## config.mk

```make
export PLATFORM = sky130hd
export DESIGN_NAME = qupls4_return_addr_stack
export DESIGN_NICKNAME = d
export VERILOG_FILES = /design/src/rtl/qupls4_return_addr_stack.sv
export SDC_FILE = /design/constraint.sdc
export NUM_CORES = 1
export LEC_CHECK = 0
export CAP_MARGIN = 15
export CORE_ASPECT_RATIO = 0.8
export CORE_UTILIZATION = 55
export CTS_CLUSTER_SIZE = 40
export DETAILED_ROUTE_END_ITERATION = 6
export GPL_TIMING_DRIVEN = 0
export PLACE_DENSITY = 0.76
export SLEW_MARGIN = 20
export SYNTH_ARGS = -nofsm -noshare
export SYNTH_HDL_FRONTEND = slang
export SYNTH_SLANG_ARGS = --single-unit
```

## constraint.sdc

```tcl
create_clock -name clk -period 4.7 [get_ports clk]
set_clock_uncertainty 0.2 [all_clocks]
set_input_delay 0.94 -clock clk [delete_from_list [all_inputs] [get_ports clk]]
set_output_delay 0.94 -clock clk [all_outputs]
set_load 0.01 [all_outputs]
```

## src/rtl/qupls4_return_addr_stack.sv

```systemverilog
`default_nettype none
// ============================================================================
//  Module      : qupls4_return_addr_stack
//  Description : Return-address stack for the Qupls4 front end. A decoded
//                call pushes its return address and a decoded return pops
//                the predicted target. The stack is a circular buffer that
//                overwrites its oldest entry on overflow. The pointer and
//                count can be checkpointed and restored on a branch miss.
//  Revision    : 1.0  initial release
// ============================================================================
module qupls4_return_addr_stack #(
    parameter int DEPTH = 16,
    parameter int AWID  = $clog2(DEPTH),
    parameter int PCW   = 32
) (
    input  logic            clk,
    input  logic            rst,
    input  logic            en,
    input  logic            push,
    input  logic [PCW-1:0]  push_addr,
    input  logic            pop,
    input  logic            restore,
    input  logic [AWID-1:0] restore_ptr,
    input  logic [AWID:0]   restore_cnt,
    output logic [PCW-1:0]  tos_addr,
    output logic            tos_valid,
    output logic [AWID-1:0] ptr,
    output logic [AWID:0]   cnt,
    output logic            overflow,
    output logic            underflow
);

    localparam logic [AWID:0]   C_FULL    = (AWID+1)'(DEPTH);
    localparam logic [AWID:0]   C_CNT_ONE = (AWID+1)'(1);
    localparam logic [AWID-1:0] C_PTR_ONE = AWID'(1);

    logic [PCW-1:0]  r_mem [DEPTH];
    logic [AWID-1:0] r_ptr;
    logic [AWID:0]   r_cnt;
    logic            r_overflow;
    logic            r_underflow;

    logic            w_empty;
    logic            w_full;
    logic [AWID-1:0] w_ptr_inc;
    logic [AWID-1:0] w_ptr_dec;
    logic [AWID:0]   w_restore_cnt;
    logic            w_we;
    logic [AWID-1:0] w_waddr;

    assign w_empty       = (r_cnt == '0);
    assign w_full        = (r_cnt == C_FULL);
    assign w_ptr_inc     = r_ptr + C_PTR_ONE;
    assign w_ptr_dec     = r_ptr - C_PTR_ONE;
    // A checkpoint can never legitimately exceed the stack size; clamp it.
    assign w_restore_cnt = (restore_cnt > C_FULL) ? C_FULL : restore_cnt;

    // Memory write decode: a push&pop on a non-empty stack replaces the top
    // in place, every other push writes the slot above the current top.
    always_comb begin
        w_we    = 1'b0;
        w_waddr = r_ptr;
        if (!restore && en && push) begin
            w_we    = 1'b1;
            w_waddr = (pop && !w_empty) ? r_ptr : w_ptr_inc;
        end
    end

    // One register per stack entry, cleared on reset, written by the decode.
    generate
        for (genvar gi = 0; gi < DEPTH; gi++) begin : g_mem
            always_ff @(posedge clk) begin
                if (rst) begin
                    r_mem[gi] <= '0;
                end else if (w_we && (w_waddr == AWID'(gi))) begin
                    r_mem[gi] <= push_addr;
                end
            end
        end
    endgenerate

    // Pointer, count and the one-cycle overflow/underflow pulses.
    always_ff @(posedge clk) begin
        if (rst) begin
            r_ptr       <= '0;
            r_cnt       <= '0;
            r_overflow  <= 1'b0;
            r_underflow <= 1'b0;
        end else begin
            r_overflow  <= 1'b0;
            r_underflow <= 1'b0;
            if (restore) begin
                r_ptr <= restore_ptr;
                r_cnt <= w_restore_cnt;
            end else if (en) begin
                if (push && pop && !w_empty) begin
                    // top replaced in place; pointer and count unchanged
                end else if (push) begin
                    r_ptr <= w_ptr_inc;
                    if (w_full) begin
                        r_overflow <= 1'b1;
                    end else begin
                        r_cnt <= r_cnt + C_CNT_ONE;
                    end
                    if (pop) begin
                        r_underflow <= 1'b1;
                    end
                end else if (pop) begin
                    if (w_empty) begin
                        r_underflow <= 1'b1;
                    end else begin
                        r_ptr <= w_ptr_dec;
                        r_cnt <= r_cnt - C_CNT_ONE;
                    end
                end
            end
        end
    end

    assign tos_addr  = r_mem[r_ptr];
    assign tos_valid = !w_empty;
    assign ptr       = r_ptr;
    assign cnt       = r_cnt;
    assign overflow  = r_overflow;
    assign underflow = r_underflow;

endmodule
`default_nettype wire
```

==> results.sh, run 1 <==
export IMPL_clock_latency_ps=610
export IMPL_cts_max_level=2
export IMPL_setup_violations=0
export IMPL_rsz0062_at_grt="false"
export IMPL_layout_commonest_cell="edfxtp_1"
export IMPL_r2r_slack_ps=400
export IMPL_max_slew_margin_rel=0.187
export IMPL_ys_ff_latch=527
export IMPL_dp_hpwl_mm=52.5
export IMPL_power_share_clock=0.372
export IMPL_io_buffers=89
export IMPL_clk_pin_slew_ps=60
export IMPL_slew_viol_final=0
export IMPL_p_int_uw=8380
export IMPL_gr_usage_all_layers=0.329
export IMPL_finalCriticalPeriod_ps=4640
export IMPL_pwr_share_comb=0.145
export IMPL_r2r_end="r_mem[6][5]"
export IMPL_cp_required_ps=3560
export IMPL_grt_overflow=0
export IMPL_num_nets_final=1899
export IMPL_finalPower_uw=11300
export IMPL_power_per_cell_area_nw_per_um2=391
export IMPL_critPathLaunchType="flip-flop"
export IMPL_die_h_um=192
export IMPL_cts_hold_repair_buffers=0
export IMPL_routed_via_density=7.09
export IMPL_synthFlopType="edfxtp_1"
export IMPL_hold_class="flip-flop to flip-flop"
export IMPL_cts_buffers_inserted=52
export IMPL_fill_cells=3090
export IMPL_vdd_drop_max_v=0.000299
export IMPL_worst_pin_slew_ps=1220
export IMPL_gp_congestion=0.957
export IMPL_clock_path_buffers=3
export IMPL_syn_to_final_growth_pct=16.0
export IMPL_core_um2=44500
export IMPL_clock_fmax_mhz=215
export IMPL_p_sw_uw=2870
export IMPL_netlist_area_um2=24800
export IMPL_grt_max_degree=29
export IMPL_vias=17600
export IMPL_antenna_found_initial=0
export IMPL_final_cell_mix="edfxtp_1, a211oi_1, mux4_2"
export IMPL_critPathCapture="tos_addr[17]"
export IMPL_timing_rr_start="ptr[0]"
export IMPL_p_sw_frac=0.255
export IMPL_fp_dieW_um=239
export IMPL_setup_ws_ps=57.6
export IMPL_p_seq_frac=0.483
export IMPL_syn_nets=1732
export IMPL_grt_pass1_wl_mm=109
export IMPL_n_antenna_cell=0
export IMPL_start_util=0.558
export IMPL_rows=69
export IMPL_ys_warn_count=0
export IMPL_worstSetupPathType="flip-flop to primary output"
export IMPL_wl_per_cell_um=30.0
export IMPL_cts_tree="built"
export IMPL_end_kind="primary output"
export IMPL_synth_edf_count=512
export IMPL_cp_arrival_ps=3500
export IMPL_dieArea_um2=46000
export IMPL_ys_async_sr_fraction=0
export IMPL_yosys_cell_types_count=59
export IMPL_grt_pass1_vias=16800
export IMPL_avgSynthCellArea_um2=14.8
export IMPL_path_max_fanout=10
export IMPL_drt_total_wl_mm=74.6
export IMPL_io_pins=91
export IMPL_drive_above_1_share=0.176
export IMPL_period_share=0.988
export IMPL_p_leak_uw=0.00911
export IMPL_synth_cells=1679
export IMPL_root_buffer="clkbuf_16"
export IMPL_firstDrtPassIters=6
export IMPL_hold_viol_final=0
export IMPL_ys_seq_area_frac=0.632
export IMPL_drt_iter0_drc=2961
export IMPL_drc=0
export IMPL_rr_worst_depth=9
export IMPL_clock_sinks=527
export IMPL_ant_nets=0
export IMPL_drv_cap=0
export IMPL_status="finished clean"
export IMPL_place_ws_ps=-822
==> stage by stage <==
stage	instances	hold WS (ps)	instance area, um2	util	TNS [ps]
6_report	2489	432	28800	0.647	0
5_1_grt	2489	477	28800	0.647	0
4_1_cts	2482	433	28700	0.645	0
3_5_place_dp	2388	414	27000	0.607	-166100
3_3_place_gp	2371	423	26400	0.595	-893200
2_1_floorplan	1679	398	24800	-	0
==> per-layer routing <==
layer  vias up  GRT usage  share of wire
met3       178     0.0976           0.16
li1       7109          -              -
met2      1581      0.495           0.45
met1      8774      0.468           0.36
met4         0     0.0999          0.032
met5         -          0              0
==> cell usage after synthesis (2+ instances only) <==
master     count  share of area
mux4_2       161           0.15
o21ai_1        4        0.00081
edfxtp_1     512           0.62
nand2_1      107          0.016
nand3_1        8         0.0016
a211oi_1     252          0.076
or3_1          3        0.00076
inv_1          7         0.0011
mux2i_1        6         0.0024
dfxtp_1       15          0.012
nor2_1       123          0.019
a31oi_1        3        0.00076
ha_1           5         0.0025
nor3_1       128          0.026
a311o_1        2        0.00081
nand3b_1       2        0.00061
and2_0         2        0.00050
nand4_1        4         0.0010
buf_6          4         0.0018
clkbuf_1     144          0.022
nor4_1         9         0.0023
or4_1          3        0.00091
a21oi_1       27         0.0054
buf_2         27         0.0054
a221o_1        2        0.00081
and2_1        34         0.0086
a21o_1         2        0.00061
nand2b_1       3        0.00076
o2111ai_1      3         0.0011
o22ai_1        3        0.00076
nor2b_1        3        0.00076
buf_1         30         0.0045
and4_1         2        0.00071
o31ai_4        2         0.0017
clkinv_1       3        0.00045
xnor2_1        6         0.0021
a311oi_1       2        0.00071
o21ai_0        4        0.00081
nor4b_1        2        0.00071
==> critical path, stage by stage, from the launching register on <==
cell and delay [ps]:
dfxtp_1 320, buf_2 450, buf_2 460, mux4_2 600, mux4_2 540, clkdlybuf4s50_1 500
==> final cells by class <==
cell class / count / area [um2] / share of cell area
clock inverter: 19 / 248 / 0.00861
buffer: 205 / 877 / 0.0305
multi-input combinational: 938 / 8400 / 0.292
sequential: 527 / 15700 / 0.545
inverter: 10 / 37.5 / 0.00131
timing repair buffer: 112 / 1360 / 0.0472
tap: 603 / 754 / 0.0262
clock buffer: 75 / 1410 / 0.0490
==> flip-flops by register name (all words and copies together) (netlist names), named ones only <==
| register | flops |
|---|---|
| r_mem | 512 |
| cnt | 5 |
| ptr | 4 |
| overflow | 1 |
| underflow | 1 |
==> how the worst min path moves through the flow <==
stage	from	endpoint	slack, ps	cells past startpoint
6_report	cnt[2]	cnt[2]	430	2
5_1_grt	cnt[2]	cnt[2]	480	2
4_1_cts	cnt[2]	cnt[2]	430	2
3_5_place_dp	cnt[2]	cnt[2]	410	2
3_3_place_gp	cnt[2]	cnt[2]	420	2
2_1_floorplan	cnt[3]	cnt[3]	400	2
==> cells by family (layout without fill, tap and decap cells) <==
| family | Yosys count | in the layout | share of synthesized area |
|---|---|---|---|
| buf+inv | 215 | 421 | 0.0351 |
| simple gates | 440 | 441 | 0.0830 |
| mux | 167 | 167 | 0.149 |
| fa+ha+maj | 6 | 6 | 0.00333 |
| xor+xnor | 6 | 6 | 0.00212 |
| flops | 527 | 527 | 0.632 |
| compound gates | 318 | 318 | 0.0958 |
==> repair_timing <==
item | CTS | global route
endpoints found under the hold margin | 0 | 0
cloned | 0 | 1
endpoints found under the setup margin | 77 | 127
gates resized for setup | 36 | 24
buffers inserted | 0 | 6
pin swaps | 0 | 3
==> power by group through the flow <==
stage | sequential [uW] | clock, uW | combinational [uW]
2_1_floorplan | 5510 | 0 | 868
3_3_place_gp | 5530 | 0 | 1470
3_5_place_dp | 5520 | 0 | 1560
4_1_cts | 5430 | 4160 | 1570
5_1_grt | 5440 | 4330 | 1680
6_report | 5430 | 4190 | 1630
Note: power is estimated with default switching activity, not from simulation.
==> run 2, diff against run 1 <==
Settings changed: CORE_UTILIZATION 55 to 35, PLACE_DENSITY 0.76 to unset, TNS_END_PERCENT set to 100.
==> results.sh, run 2 (synthesis gave the netlist of run 1 again) <==
export IMPL_status="finished clean"
export IMPL_io_pins=91
export IMPL_worst_pin_slew_ps=1100
export IMPL_die_h_um=240
export IMPL_clock_latency_ps=610
export IMPL_power_per_cell_area_nw_per_um2=391
export IMPL_cts_buffers_inserted=56
export IMPL_start_util=0.357
export IMPL_final_cell_mix="edfxtp_1, a211oi_1, mux4_2"
export IMPL_rows=86
export IMPL_drc=0
export IMPL_finalCriticalPeriod_ps=4660
export IMPL_end_kind="primary output"
export IMPL_n_antenna_cell=0
export IMPL_routed_via_density=6.05
export IMPL_drive_above_1_share=0.184
export IMPL_rr_worst_depth=9
export IMPL_timing_rr_start="ptr[0]"
export IMPL_top_layer_used="met5"
export IMPL_clk_pin_slew_ps=60
export IMPL_dr_wl_met3_mm=10.3
export IMPL_drt_iter0_drc=2345
export IMPL_vias=17100
export IMPL_crit_slowest_cell="mux4_2"
export IMPL_clock_fmax_mhz=215
export IMPL_period_share=0.992
export IMPL_placed_cells=2712
export IMPL_critPathMaxStageDelay_ps=580
export IMPL_clock_sinks=527
export IMPL_slew_viol_final=0
export IMPL_met1Wirelength_mm=32.7
export IMPL_io_buffers=89
export IMPL_dp_hpwl_mm=57.6
export IMPL_timing_critical_path_buf_inv=4
export IMPL_tns_ps=0
export IMPL_fin_cells=2823
export IMPL_hold_class="flip-flop to flip-flop"
export IMPL_clock_path_buffers=3
export IMPL_grt_overflow=0
export IMPL_num_nets_final=1907
export IMPL_worstSetupPathType="flip-flop to primary output"
export IMPL_p_leak_uw=0.00921
export IMPL_top_register="r_mem"
export IMPL_vdd_drop_max_v=0.000194
export IMPL_gr_usage_all_layers=0.223
export IMPL_largest_reg_flops=512
export IMPL_firstDrtPassIters=7
export IMPL_cp_arrival_ps=3520
export IMPL_grt_pass1_vias=17000
export IMPL_grt_max_degree=25
export IMPL_path_depth=6
export IMPL_wl_met2_mm=35.2
export IMPL_syn_to_final_growth_pct=18.2
export IMPL_wl_per_cell_um=28.4
export IMPL_cts_tree="built"
export IMPL_cts_max_level=2
export IMPL_cts_hold_repair_buffers=0
export IMPL_max_slew_margin_rel=0.252
export IMPL_grt_pass1_wl_mm=117
export IMPL_setup_violations=0
export IMPL_fp_dieW_um=300
export IMPL_drt_total_wl_mm=80.2
export IMPL_layout_commonest_cell="edfxtp_1"
export IMPL_cp_required_ps=3560
export IMPL_ant_nets=0
export IMPL_hp_start="cnt[0]"
export IMPL_core_um2=69500
export IMPL_dieArea_um2=71900
export IMPL_path_max_fanout=10
export IMPL_r2r_slack_ps=360
export IMPL_drv_cap=0
export IMPL_hold_viol_final=0
export IMPL_antenna_found_initial=4
export IMPL_worstPathCellList="buf_2 -> buf_2 -> buf_6 -> mux4_2 -> mux4_2 -> clkdlybuf4s50_1"
export IMPL_crit_family="buffers and inverters"
export IMPL_finalPower_uw=11500
export IMPL_critPathLaunchType="flip-flop"
export IMPL_gp_congestion=0.909
export IMPL_root_buffer="clkbuf_16"
export IMPL_min_path_cells=2
-- run 2: per-layer routing --
layer | up-vias | track usage
met3 | 133 | 0.0678
met4 | 2 | 0.0620
met2 | 1031 | 0.329
met1 | 8789 | 0.317
li1 | 7115 | -
met5 | - | 0
-- run 2: final cells by class --
type / instances / area (um2)
well taps: 924 / 1160
multi-input cells: 937 / 8390
flip-flops and latches: 527 / 15700
plain buffers: 205 / 887
clock buffers: 66 / 1460
clock inverters: 37 / 307
inverters: 10 / 37.5
fillers: 6392 / 40200
repair buffers: 117 / 1400
-- run 2: timing repair --
item	in CTS	in global routing
buffers inserted	2	6
pin swaps	2	2
setup endpoints to repair	80	223
gates cloned	0	0
gates resized for setup	40	16
-- run 2: per-stage QoR --
step	worst slack [ps]	utilization	hold slack, ps	cell area, um2
after CTS	-1.80	0.421	457	29200
after floorplan	136	-	398	24800
after detailed placement	-846	0.394	449	27400
after global placement	-2650	0.386	440	26900
after global routing	-13.0	0.422	507	29300
final	38.5	0.422	455	29300
-- run 2: where the power goes --
group / switching (uW) / internal, uW
registers: 68.5 / 5360
logic: 1050 / 624
clock network: 1880 / 2480
total: 3000 / 8460
-- run 2: path summary, 6_finish.rpt --
path / endpoint
max: tos_addr[0]
max reg2reg: r_mem[7][5]
min reg2reg: cnt[0]
min: cnt[0]
-- run 2: worst register-to-register path, cell delays in order (launching register included) --
cell and delay [ps]:
dfxtp_1 480, clkinv_1 330, ha_1 380, clkbuf_1 460, nand2_1 240, mux2i_1 510, nand2_1 460, clkbuf_1 430
o21ai_4 320, buf_4 230
==> run 3, diff against run 2 <==
Settings changed: CORE_ASPECT_RATIO 0.8 to 1.4.
==> results.sh, run 3 (synthesis gave the netlist of run 1 again) <==
export IMPL_clock_path_buffers=3
export IMPL_grt_pass1_wl_mm=122
export IMPL_end_kind="primary output"
export IMPL_path_max_fanout=10
export IMPL_cts_buffers_inserted=50
export IMPL_p_leak_uw=0.00906
export IMPL_routed_via_density=6.08
export IMPL_grt_max_degree=22
export IMPL_drc=0
export IMPL_worstPathCellList="clkbuf_2 -> clkbuf_1 -> mux4_2 -> mux4_2 -> clkdlybuf4s50_1"
export IMPL_io_buffers=89
export IMPL_firstDrtPassIters=5
export IMPL_clock_sinks=527
export IMPL_ant_nets=0
export IMPL_period_share=0.984
export IMPL_rsz0062_at_grt="false"
export IMPL_setup_violations=0
export IMPL_min_path_cells=2
export IMPL_tns_ps=0
export IMPL_whs_ps=457
export IMPL_root_buffer="clkbuf_16"
export IMPL_io_pins=91
export IMPL_top_register="r_mem"
export IMPL_placed_cells=2723
export IMPL_timing_critical_path_buf_inv=3
export IMPL_hold_class="flip-flop to flip-flop"
export IMPL_crit_slowest_cell="clkbuf_1"
export IMPL_rows=115
export IMPL_clock_latency_ps=590
export IMPL_start_util=0.353
export IMPL_r2r_slack_ps=320
export IMPL_setup_ws_ps=75.7
export IMPL_largest_reg_flops=512
export IMPL_fill_cells=6533
export IMPL_vdd_drop_max_v=0.000321
export IMPL_place_ws_ps=-969
export IMPL_gr_usage_all_layers=0.239
export IMPL_wl_per_cell_um=30.2
export IMPL_hold_viol_final=0
export IMPL_fp_dieW_um=227
export IMPL_drive_above_1_share=0.180
export IMPL_worst_pin_slew_ps=1250
export IMPL_clk_pin_slew_ps=70
export IMPL_finalCriticalPeriod_ps=4620
export IMPL_finalPower_uw=11000
export IMPL_cts_tree="built"
export IMPL_drt_iter0_drc=2038
export IMPL_drv_cap=0
export IMPL_timing_rr_start="ptr[0]"
export IMPL_cp_required_ps=3560
export IMPL_r2r_end="r_mem[7][8]"
export IMPL_vias=17200
export IMPL_cp_common_cell="mux4_2"
export IMPL_rr_worst_depth=9
export IMPL_dp_hpwl_mm=60.4
export IMPL_cts_max_level=2
export IMPL_num_nets_final=1895
export IMPL_die_h_um=317
export IMPL_critPathMaxStageDelay_ps=630
export IMPL_hp_start="cnt[3]"
export IMPL_final_cell_mix="edfxtp_1, a211oi_1, mux4_2"
export IMPL_core_um2=70200
export IMPL_power_per_cell_area_nw_per_um2=379
export IMPL_syn_to_final_growth_pct=17.2
export IMPL_status="finished clean"
export IMPL_layout_commonest_cell="edfxtp_1"
export IMPL_fin_cells=2821
export IMPL_hold_end="cnt[3]"
export IMPL_cp_arrival_ps=3480
export IMPL_critPathLaunchType="flip-flop"
export IMPL_grt_overflow=0
export IMPL_antenna_found_initial=5
export IMPL_dieArea_um2=72000
export IMPL_cts_hold_repair_buffers=0
export IMPL_drt_total_wl_mm=85.3
export IMPL_worstSetupPathType="flip-flop to primary output"
export IMPL_max_slew_margin_rel=0.162
export IMPL_slew_viol_final=0
export IMPL_crit_family="buffers and inverters"
export IMPL_gp_congestion=0.920
export IMPL_grt_pass1_vias=17500
export IMPL_clock_fmax_mhz=216
==> run 3: what timing repair did <==
item,4_1_cts,5_1_grt
setup buffers,1,2
setup endpoints to repair,98,59
gates cloned,0,0
endpoints found under the hold margin,0,0
pin swaps,1,0
gates resized for setup,54,16
==> run 3: metal layers <==
metal / vias to the layer above / global-route usage / routed length [um]
met3: 293 / 0.0358 / 6040
met4: 6 / 0.185 / 7530
li1: 7089 / - / -
met5: - / 0 / 40
met1: 8721 / 0.267 / 28300
met2: 1044 / 0.409 / 43400
==> run 3: stage by stage <==
step                      cell area, um2   util
after floorplan                    24800      -
after global placement             26900  0.383
after detailed placement           27400  0.391
after CTS                          29000  0.413
after global routing               29100  0.414
final                              29100  0.414
==> run 3: tightest hold or removal path, delay by kind of cell (launching register included) <==
family	cells	cell delay, ps
multiplexers	1	160
AO/OA/AOI/OAI	1	90
flip-flops	1	360
==> run 3: layout make-up <==
type / count / area, um2 / share of cell area
inverters: 10 / 37.5 / 0.00129
multi-input cells: 937 / 8400 / 0.289
diodes: 2 / 5.00 / 0.000172
well taps: 936 / 1170 / 0.0403
plain buffers: 205 / 890 / 0.0306
clock buffers: 60 / 1290 / 0.0443
clock inverters: 33 / 234 / 0.00805
repair buffers: 111 / 1360 / 0.0468
flip-flops and latches: 527 / 15700 / 0.539
==> run 3: worst max path at each step <==
stage / depth (start not counted) / startpoint / slack, ps / end
2_1_floorplan: 7 / push / 140 / r_mem[5][0]
3_3_place_gp: 8 / push / -3020 / r_mem[5][17]
3_5_place_dp: 9 / push / -970 / r_mem[5][12]
4_1_cts: 5 / flip-flop / -5 / tos_addr[17]
5_1_grt: 5 / flip-flop / 4 / tos_addr[25]
6_report: 5 / flip-flop / 80 / tos_addr[3]
==> run 3: power by group <==
part	internal, uW	switching (uW)	total [uW]
logic	618	1060	1680
clock network	2080	1830	3900
registers	5360	67.2	5430
total	8050	2960	11000
